### src/rtl/breath_pkg.sv
// breath_pkg: mode and colour encodings shared by the breathing-LED engine
package breath_pkg;
  localparam logic [1:0] MODE_OFF    = 2'd0;
  localparam logic [1:0] MODE_BREATH = 2'd1;
  localparam logic [1:0] MODE_CYCLE  = 2'd2;
  localparam logic [1:0] MODE_STATIC = 2'd3;
  localparam logic [1:0] COL_R = 2'd0;
  localparam logic [1:0] COL_G = 2'd1;
  localparam logic [1:0] COL_B = 2'd2;
endpackage

### src/rtl/breath_channel.sv
// breath_channel: one RGB channel's PWM frame counter, duty ramp, colour index and registered pins
module breath_channel
  import breath_pkg::*;
#(
  parameter int FREQ_W     = 4,
  parameter int BASE       = 1000,
  parameter int PWM_W      = 14,
  parameter bit ACTIVE_LOW = 1'b1
) (
  input  logic              clk,
  input  logic              rst,
  input  logic [FREQ_W-1:0] freq,
  input  logic [1:0]        mode,
  input  logic [1:0]        mode_nxt,
  output logic [2:0]        rgb,
  output logic              dark_pulse
);
  logic [PWM_W-1:0] f, d, pl, p_new, d_clamp;
  logic [1:0] c;
  logic up, wrap, hold, dark;
  logic [2:0] lit;
  always_comb begin
    p_new   = PWM_W'(BASE) * (freq == '0 ? PWM_W'(1) : PWM_W'(freq));
    d_clamp = d > p_new ? p_new : d;
    wrap    = f == pl - 1'b1;
    // hold covers both sitting in OFF and the edge that enters it, so a coincident wrap is dropped
    hold    = mode == MODE_OFF || mode_nxt == MODE_OFF;
    dark    = !up && d_clamp == '0;
    lit     = mode == MODE_OFF ? 3'b000 :
              (mode == MODE_STATIC || f < d) ? 3'b001 << c : 3'b000;
  end
  always_ff @(posedge clk or negedge rst) begin
    if (!rst) begin
      f          <= '0;
      d          <= '0;
      up         <= 1'b1;
      c          <= COL_R;
      pl         <= PWM_W'(BASE);
      rgb        <= {3{ACTIVE_LOW}};
      dark_pulse <= 1'b0;
    end else begin
      rgb        <= lit ^ {3{ACTIVE_LOW}};
      dark_pulse <= 1'b0;
      if (hold) begin
        f  <= '0;
        d  <= '0;
        up <= 1'b1;
        pl <= p_new;
      end else if (!wrap) begin
        f <= f + 1'b1;
      end else begin
        f          <= '0;
        pl         <= p_new;
        d          <= up ? (d_clamp == p_new ? d_clamp : d_clamp + 1'b1) :
                           (d_clamp == '0 ? d_clamp : d_clamp - 1'b1);
        up         <= up ? d_clamp != p_new : d_clamp == '0;
        dark_pulse <= dark;
        if (dark && mode == MODE_CYCLE) c <= c == COL_B ? COL_R : c + 2'd1;
      end
    end
  end
endmodule

### src/rtl/breath_led_array.sv
// breath_led_array: global mode register driving CH independent breathing RGB channels
module breath_led_array
  import breath_pkg::*;
#(
  parameter int CH         = 2,
  parameter int FREQ_W     = 4,
  parameter int BASE       = 1000,
  parameter int PWM_W      = 14,
  parameter bit ACTIVE_LOW = 1'b1
) (
  input  logic                 clk,
  input  logic                 rst,
  input  logic [CH*FREQ_W-1:0] freq,
  input  logic                 mode_step,
  output logic [3*CH-1:0]      rgb,
  output logic [1:0]           mode,
  output logic [CH-1:0]        dark_pulse
);
  logic [1:0] mode_nxt;
  always_comb mode_nxt = mode_step ? mode + 2'd1 : mode;
  always_ff @(posedge clk or negedge rst) begin
    if (!rst) mode <= MODE_BREATH;
    else mode <= mode_nxt;
  end
  for (genvar i = 0; i < CH; i++) begin : g_ch
    breath_channel #(
      .FREQ_W(FREQ_W), .BASE(BASE), .PWM_W(PWM_W), .ACTIVE_LOW(ACTIVE_LOW)
    ) u_ch (
      .clk(clk),
      .rst(rst),
      .freq(freq[i*FREQ_W +: FREQ_W]),
      .mode(mode),
      .mode_nxt(mode_nxt),
      .rgb(rgb[3*i +: 3]),
      .dark_pulse(dark_pulse[i])
    );
  end
endmodule

### config.mk
export PLATFORM = sky130hd
export DESIGN_NAME = breath_led_array
export DESIGN_NICKNAME = d
export VERILOG_FILES = /design/src/rtl/breath_pkg.sv /design/src/rtl/breath_channel.sv /design/src/rtl/breath_led_array.sv
export SDC_FILE = /design/constraint.sdc
export NUM_CORES = 1
export LEC_CHECK = 0
export CORE_ASPECT_RATIO = 0.9
export CORE_UTILIZATION = 40
export CTS_BUF_LIST = sky130_fd_sc_hd__clkbuf_8
export DETAILED_ROUTE_END_ITERATION = 7
export GPL_ROUTABILITY_DRIVEN = 0
export SETUP_SLACK_MARGIN = 0.02
export SLEW_MARGIN = 20
export SYNTH_ARGS = -nofsm -noshare
export SYNTH_HDL_FRONTEND = slang
export SYNTH_SLANG_ARGS = --single-unit
### constraint.sdc
create_clock -name clk -period 4.8 [get_ports clk]
set_input_delay 0.48 -clock clk [delete_from_list [all_inputs] [get_ports clk]]
set_output_delay 0.48 -clock clk [all_outputs]
set_load 0.02 [all_outputs]
# Yosys cells after proc, flatten, opt, wreduce, memory -nomap -nowiden
# Cells that the tools add are included.
dict set report op_classes {
  n_addsub 11
  multipliers 2
  n_lt_le_gt_ge 4
  n_eq_ne 10
  shift 2
  muxes 39
  bitwise_logic 3
  n_reduce_logical 19
}
# cell n
set op_table {}
lappend op_table {{2-to-1 mux 14 bit} 20}
lappend op_table {{adder 14 x 1 -> 14 bit, second input constant} 4}
lappend op_table {{== test 14 bit} 4}
lappend op_table {{subtractor 14 x 1 -> 14 bit, second input constant} 4}
lappend op_table {{greater-than comparator 14 bit} 2}
lappend op_table {{zero test 14 bit} 2}
lappend op_table {{less-than comparator 14 bit} 2}
lappend op_table {{multiplier 7 x 14 -> 11 bit, first input constant} 2}
lappend op_table {{!= test 14 bit} 2}
lappend op_table {{2-to-1 mux 3 bit} 4}
lappend op_table {{2-to-1 mux 1 bit} 10}
lappend op_table {{== test 2 bit, second input constant} 4}
lappend op_table {{zero test 4 bit} 2}
lappend op_table {{2-to-1 mux 4 bit} 2}
lappend op_table {{adder 2 x 1 -> 2 bit, second input constant} 3}
lappend op_table {{2-to-1 mux 2 bit} 3}
lappend op_table {{NOT 3 bit} 2}
lappend op_table {{AND reduction 3 bit} 2}
lappend op_table {{<< shifter 1 x 2 -> 3 bit, first input constant} 2}
lappend op_table {{logical AND 1 bit} 4}
lappend op_table {{zero test 2 bit} 2}
lappend op_table {{nonzero test 2 bit} 2}
lappend op_table {{logical OR 1 bit} 3}
lappend op_table {{zero test 1 bit} 2}
lappend op_table {{NOT 1 bit} 1}
dict set report totals {
  register_bits 100
  inputBits 11
  output_inout_bits 10
  elab_cells 105
}

# Logic depth before layout (Yosys ltp)
dict set report logic_depth {
  depth_word 10
  depth_mapped 32
  mapped_depth_nobuf 30
}

# By module
# From an unflattened synthesis, not the netlist that was laid out.
dict set report unflattened {
  hier_cells 1111
  hier_area_um2 9303.9
}
# mod instances cells_each area_per_inst_um2 seq_area_each_um2
set modules_own_cells {}
lappend modules_own_cells {{breath_channel (g_ch[1].u_ch)} 1 554 4683.2 1163.6}
lappend modules_own_cells {{breath_channel (g_ch[0].u_ch)} 1 552 4548.1 1163.6}
lappend modules_own_cells {breath_led_array 1 5 72.6 51.3}

# Worst setup path before layout
# Ideal clock, no wire load.
dict set report synth_path {
  path_kind {in2reg}
  startpoint {input port freq[6]}
  endpoint {register g_ch[1].u_ch.d[10]}
  setup_ns 0.069
  arrival_ns 6.319
  required_time_ns 4.731
  slack_ns -1.588
  stages 28
  n_path_buf 2
  path_cell_list {inv_1 > ha_1 > nor2b_1 > nor2_1 > inv_1 > fa_1 > fa_1 > a211oi_1 > nor2_1 > xnor2_1 > ha_1 > nand4_1 > o32a_1 > o21ai_0 > nor3_1 > o211ai_1 > buf_2 > nand2_2 > clkbuf_1 > nor2_1 > ha_1 > and3_1 > and3_1 > nand2_1 > a211oi_1 > a31o_2 > or3_1 > nand3_1}
}
dict set report synth_via {
  elab_chain_cells 10
  word_cells_on_any_way 14
  classes_between {2 x add/sub; 1 x mul; 1 x order compare; 1 x eq/ne; 7 x mux; 2 x reduce/logical}
}
# element line
set synth_lines {}
lappend synth_lines {{start, declared} breath_led_array.sv:13} ;# input logic [CH*FREQ_W-1:0] freq,
lappend synth_lines {{zero test 4 bit (*)} breath_channel.sv:23} ;# p_new = PWM_W'(BASE) * (freq == '0 ? PWM_W'(1) : PWM_W'(freq));
lappend synth_lines {{2-to-1 mux 4 bit (*)} breath_channel.sv:23}
lappend synth_lines {{multiplier 7 x 14 -> 11 bit (*)} breath_channel.sv:23}
lappend synth_lines {{net g_ch[1].u_ch.p_new[3]} breath_channel.sv:18} ;# logic [PWM_W-1:0] f, d, pl, p_new, d_clamp;
lappend synth_lines {{greater-than comparator 14 bit} breath_channel.sv:24} ;# d_clamp = d > p_new ? p_new : d;
lappend synth_lines {{2-to-1 mux 14 bit} breath_channel.sv:24}
lappend synth_lines {{subtractor 14 x 1 -> 14 bit (tied with other cells)} breath_channel.sv:55} ;# (d_clamp == '0 ? d_clamp : d_clamp - 1'b1);
lappend synth_lines {{2-to-1 mux 14 bit, on equally long branches} {breath_channel.sv:55, breath_channel.sv:54}}
lappend synth_lines {{2-to-1 mux 14 bit (*)} breath_channel.sv:54} ;# d <= up ? (d_clamp == p_new ? d_clamp : d_clamp + 1'b1) :
lappend synth_lines {{2-to-1 mux 14 bit (*)} breath_channel.sv:49} ;# end else if (!wrap) begin
lappend synth_lines {{2-to-1 mux 14 bit (*)} breath_channel.sv:44} ;# if (hold) begin
lappend synth_lines {{end signal, assigned} breath_channel.sv:54}
lappend synth_lines {{end, declared} breath_channel.sv:18}
# The timed path passes the listed nets; every way through them passes the cells marked *. The select of a mux whose other input is x is not followed.
# A chain may end at the register's enable or synchronous reset.

# Worst setup path after layout
dict set report layout_path {
  startpoint {input port freq[3]}
  endpoint {register g_ch[0].u_ch.d[10]}
}
dict set report layout_via {
  elab_chain_cells 10
  word_cells_on_any_way 14
  classes_between {2 x add/sub; 1 x mul; 1 x order compare; 1 x eq/ne; 7 x mux; 2 x reduce/logical}
}
# element line
set layout_lines {}
lappend layout_lines {{zero test 4 bit} breath_channel.sv:23}
lappend layout_lines {{2-to-1 mux 4 bit (*)} breath_channel.sv:23}
lappend layout_lines {{multiplier 7 x 14 -> 11 bit (*)} breath_channel.sv:23}
lappend layout_lines {{greater-than comparator 14 bit} breath_channel.sv:24}
lappend layout_lines {{2-to-1 mux 14 bit} breath_channel.sv:24}
lappend layout_lines {{subtractor 14 x 1 -> 14 bit (tied with other cells)} breath_channel.sv:55}
lappend layout_lines {{2-to-1 mux 14 bit, on equally long branches} {breath_channel.sv:55, breath_channel.sv:54}}
lappend layout_lines {{2-to-1 mux 14 bit (*)} breath_channel.sv:54}
lappend layout_lines {{2-to-1 mux 14 bit (*)} breath_channel.sv:49}
lappend layout_lines {{2-to-1 mux 14 bit (*)} breath_channel.sv:44}
lappend layout_lines {{end signal, assigned} breath_channel.sv:54}
lappend layout_lines {{end, declared} breath_channel.sv:18}
# Mark *: on every way between the ends. The rest lies on a longest branch, timed or not. The select of a mux whose other input is x is not followed.

==> flow_summary.toml <==
[run_status]
status = "complete, but fails checks"
violations = "setup timing"

[synthesis]
synth_warnings = 0
syn_inst = 1127
yosysUniqueCellTypes = 79
synthesis.nets = 1229
ys_seq_area_frac = 0.259
async_flop_share = 1.00
syn_area_um2 = 9180
synth_edf_count = 0
synthFlopType = "dfrtp_1"
syn_area_per_cell_um2 = 8.14
synth-seq-cells = 94

[worst_setup_path]
crit_slowest_cell = "fa_1"
worstPathMaxFanout = 3
cp_data_arrival_time_ns = 5.55
cp-start-kind = "primary input"
slowest_delay_ns = 0.46
cp-end-kind = "flip-flop"
required_ns = 5.06
path_class = "in2reg"

[timing]
final.setup.worst_slack_ns = -0.481
period_needed_ns = 5.28
skew_ns = 0.0176
clock.fmax_mhz = 189
slew_viol_final = 0
period_share = 1.10
slew_headroom = 0.312
setup_viol = 25
tightest_slew_ns = 1.03
rsz0062_at_grt = "yes"
finalHoldViolations = 0
whs_ns = 0.178

[cts]
clockBufferDepth = 2
cts.sinks = 94
clk_latency_ns = 0.38
cts_buffers = 9
root_buffer = "clkbuf_8"
clk_pin_slew_ns = 0.10
h-tree-depth = 3
ctsHoldBuffers = 0
cts_tree = "built"

[cells_and_area]
multi_input_area_um2 = 7100
final_common_cell = "buf_4"
final_cell_mix = "buf_4, nor2_1, nand2_1"
layout.nets = 1445
num_antenna_cells = 0
nFillCells = 2106
syn2layout_area_growth_pct = 36.2
final_layout_size_suffix_gt1_frac = 0.308
postLayoutCoreUtil = 0.555
regArea_um2 = 2380

[floorplanning]
initial_core_util = 0.408
rows = 52
die_h_um = 146
design.core.area_um2 = 22500
die_area_um2 = 23600
design.portCount = 21
dieWidth_um = 162

[route]
via_count = 9391
routed_wl_um = 28800
ant_nets = 0
first_pass_iters = 6
post_drt_via_cell_ratio = 5.71
routedWlPerCell_um = 17.5
drc = 0
drt_iter0_drc = 719

[grt]
grt_pass1_wl_um = 46500
antenna_found_initial = 0
grt_pass1_vias = 9060
gr-total-overflow = 0
grt_use_met1 = 0.330
grt_start_max_net_pins = 61
use_met3 = 0.0271
track_usage = 0.245
grtUsageMet2 = 0.408
busiest_layer = "met2"

[pwr]
vdd_drop_max_mv = 0.345
combPwrFrac = 0.579
swShare = 0.430
power.density_nw_per_um2 = 343
switching_power_mw = 1.84
report.power.total_mw = 4.29
internal_power_mw = 2.44
p_leak_nw = 5.44
p_clk_frac = 0.148
pwr-share-seq = 0.273

[flow_run]
maxCapViolations = 0

[placement]
place_ws_ns = -1.41
post-dp-hpwl_um = 21300
port_buffers = 20

[min_path]
hp-class = "in2async"
[worst max-delay path, delay by kind of cell]
kind / cells / cell delay (ns)
AOI/OAI and AO/OA: 8 / 1.44
xor gates and xnor gates: 1 / 0.14
adders and majority gates: 6 / 1.66
buffers and inverters: 7 / 0.64
and+or+nand+nor: 10 / 1.17
[cells by family after synthesis]
logic type                 Yosys count  share of synthesized area
AOI/OAI and AO/OA                  293                      0.215
xor gates and xnor gates            79                     0.0769
adders and majority gates           91                      0.136
buffers and inverters              127                     0.0547
DFF                                 94                      0.259
muxes                               26                     0.0300
and+or+nand+nor                    417                      0.229
[sequential cells by signal (all words and copies together), names as in the netlist]
signal                count
g_ch.u_ch.dark_pulse      2
mode                      2
g_ch.u_ch.up              2
g_ch.u_ch.rgb             6
g_ch.u_ch.c               4
g_ch.u_ch.pl             22
g_ch.u_ch.d              28
g_ch.u_ch.f              28
[per-layer routing]
| layer | part of all wire | vias up | wire length [µm] |
|---|---|---|---|
| met2 | 0.48 | 304 | 13800 |
| met5 | 0 | - | 0 |
| li1 | - | 4532 | - |
| met4 | 0.027 | 0 | 764 |
| met3 | 0.049 | 66 | 1410 |
| met1 | 0.44 | 4489 | 12800 |
[power by group through the flow]
stage / clock (mW) / combinational [mW] / sequential [mW]
floorplan: 0 / 1.45 / 1.15
global placement: 0 / 2.23 / 1.18
detailed placement: 0 / 2.27 / 1.19
CTS: 0.650 / 2.40 / 1.17
global route: 0.679 / 2.73 / 1.20
finish: 0.632 / 2.48 / 1.17
[synth_stat cells (18+ instances only)]
cell	count	area [µm²]
a21o_1	19	143
a21oi_1	65	325
clkbuf_1	36	135
dfrtp_1	73	1830
dfstp_2	21	552
ha_1	77	963
inv_1	78	293
mux2i_1	19	190
nand2_1	82	308
nand2b_1	18	113
nand3_1	54	270
nand4_1	28	175
nor2_1	100	375
nor3_1	35	175
o21ai_0	68	340
xnor2_1	43	377
xor2_1	35	307
[through the flow]
stage               TNS [ns]  std cells  area (µm²)
floorplan              -8.78       1127        9540
global placement      -35.30       1579       11200
detailed placement    -38.63       1579       11200
CTS                    -5.97       1623       12000
global route          -14.11       1644       12500
finish                 -6.70       1644       12500
[worst paths after layout]
kind	slack, ns	end	cells past startpoint	startpoint
min in group clk	0.51	g_ch[0].u_ch.f[0]$_DFF_PN0_	1	g_ch[0].u_ch.f[0]$_DFF_PN0_
worst min register to register	0.51	g_ch[0].u_ch.f[0]$_DFF_PN0_	1	g_ch[0].u_ch.f[0]$_DFF_PN0_
worst min-delay path	0.18	g_ch[0].u_ch.d[8]$_DFFE_PN0P_	1	rst
worst max register to register	0.83	g_ch[1].u_ch.d[10]$_DFFE_PN0P_	11	g_ch[1].u_ch.pl[3]$_DFFE_PN1P_
max in group asynchronous	3.62	g_ch[1].u_ch.pl[8]$_DFFE_PN1P_	2	rst
worst max-delay path	-0.48	g_ch[0].u_ch.d[10]$_DFFE_PN0P_	32	freq[3]
[final cells by class]
class | instances | share of cell area
Clock buffer | 9 | 0.00991
Clock inverter | 6 | 0.00841
Inverter | 79 | 0.0264
Multi-Input combinational cell | 907 | 0.568
Sequential cell | 94 | 0.190
Tap cell | 297 | 0.0297
Timing Repair Buffer | 252 | 0.167
[what timing repair did]
action | CTS | global route
gates cloned | 0 | 1
buffers inserted | 34 | 21
setup endpoints to repair | 36 | 33
hold endpoints to repair | 0 | 0
pin swaps | 67 | 66
resized for setup | 109 | 68
Note: power is estimated with default switching activity, not from simulation.
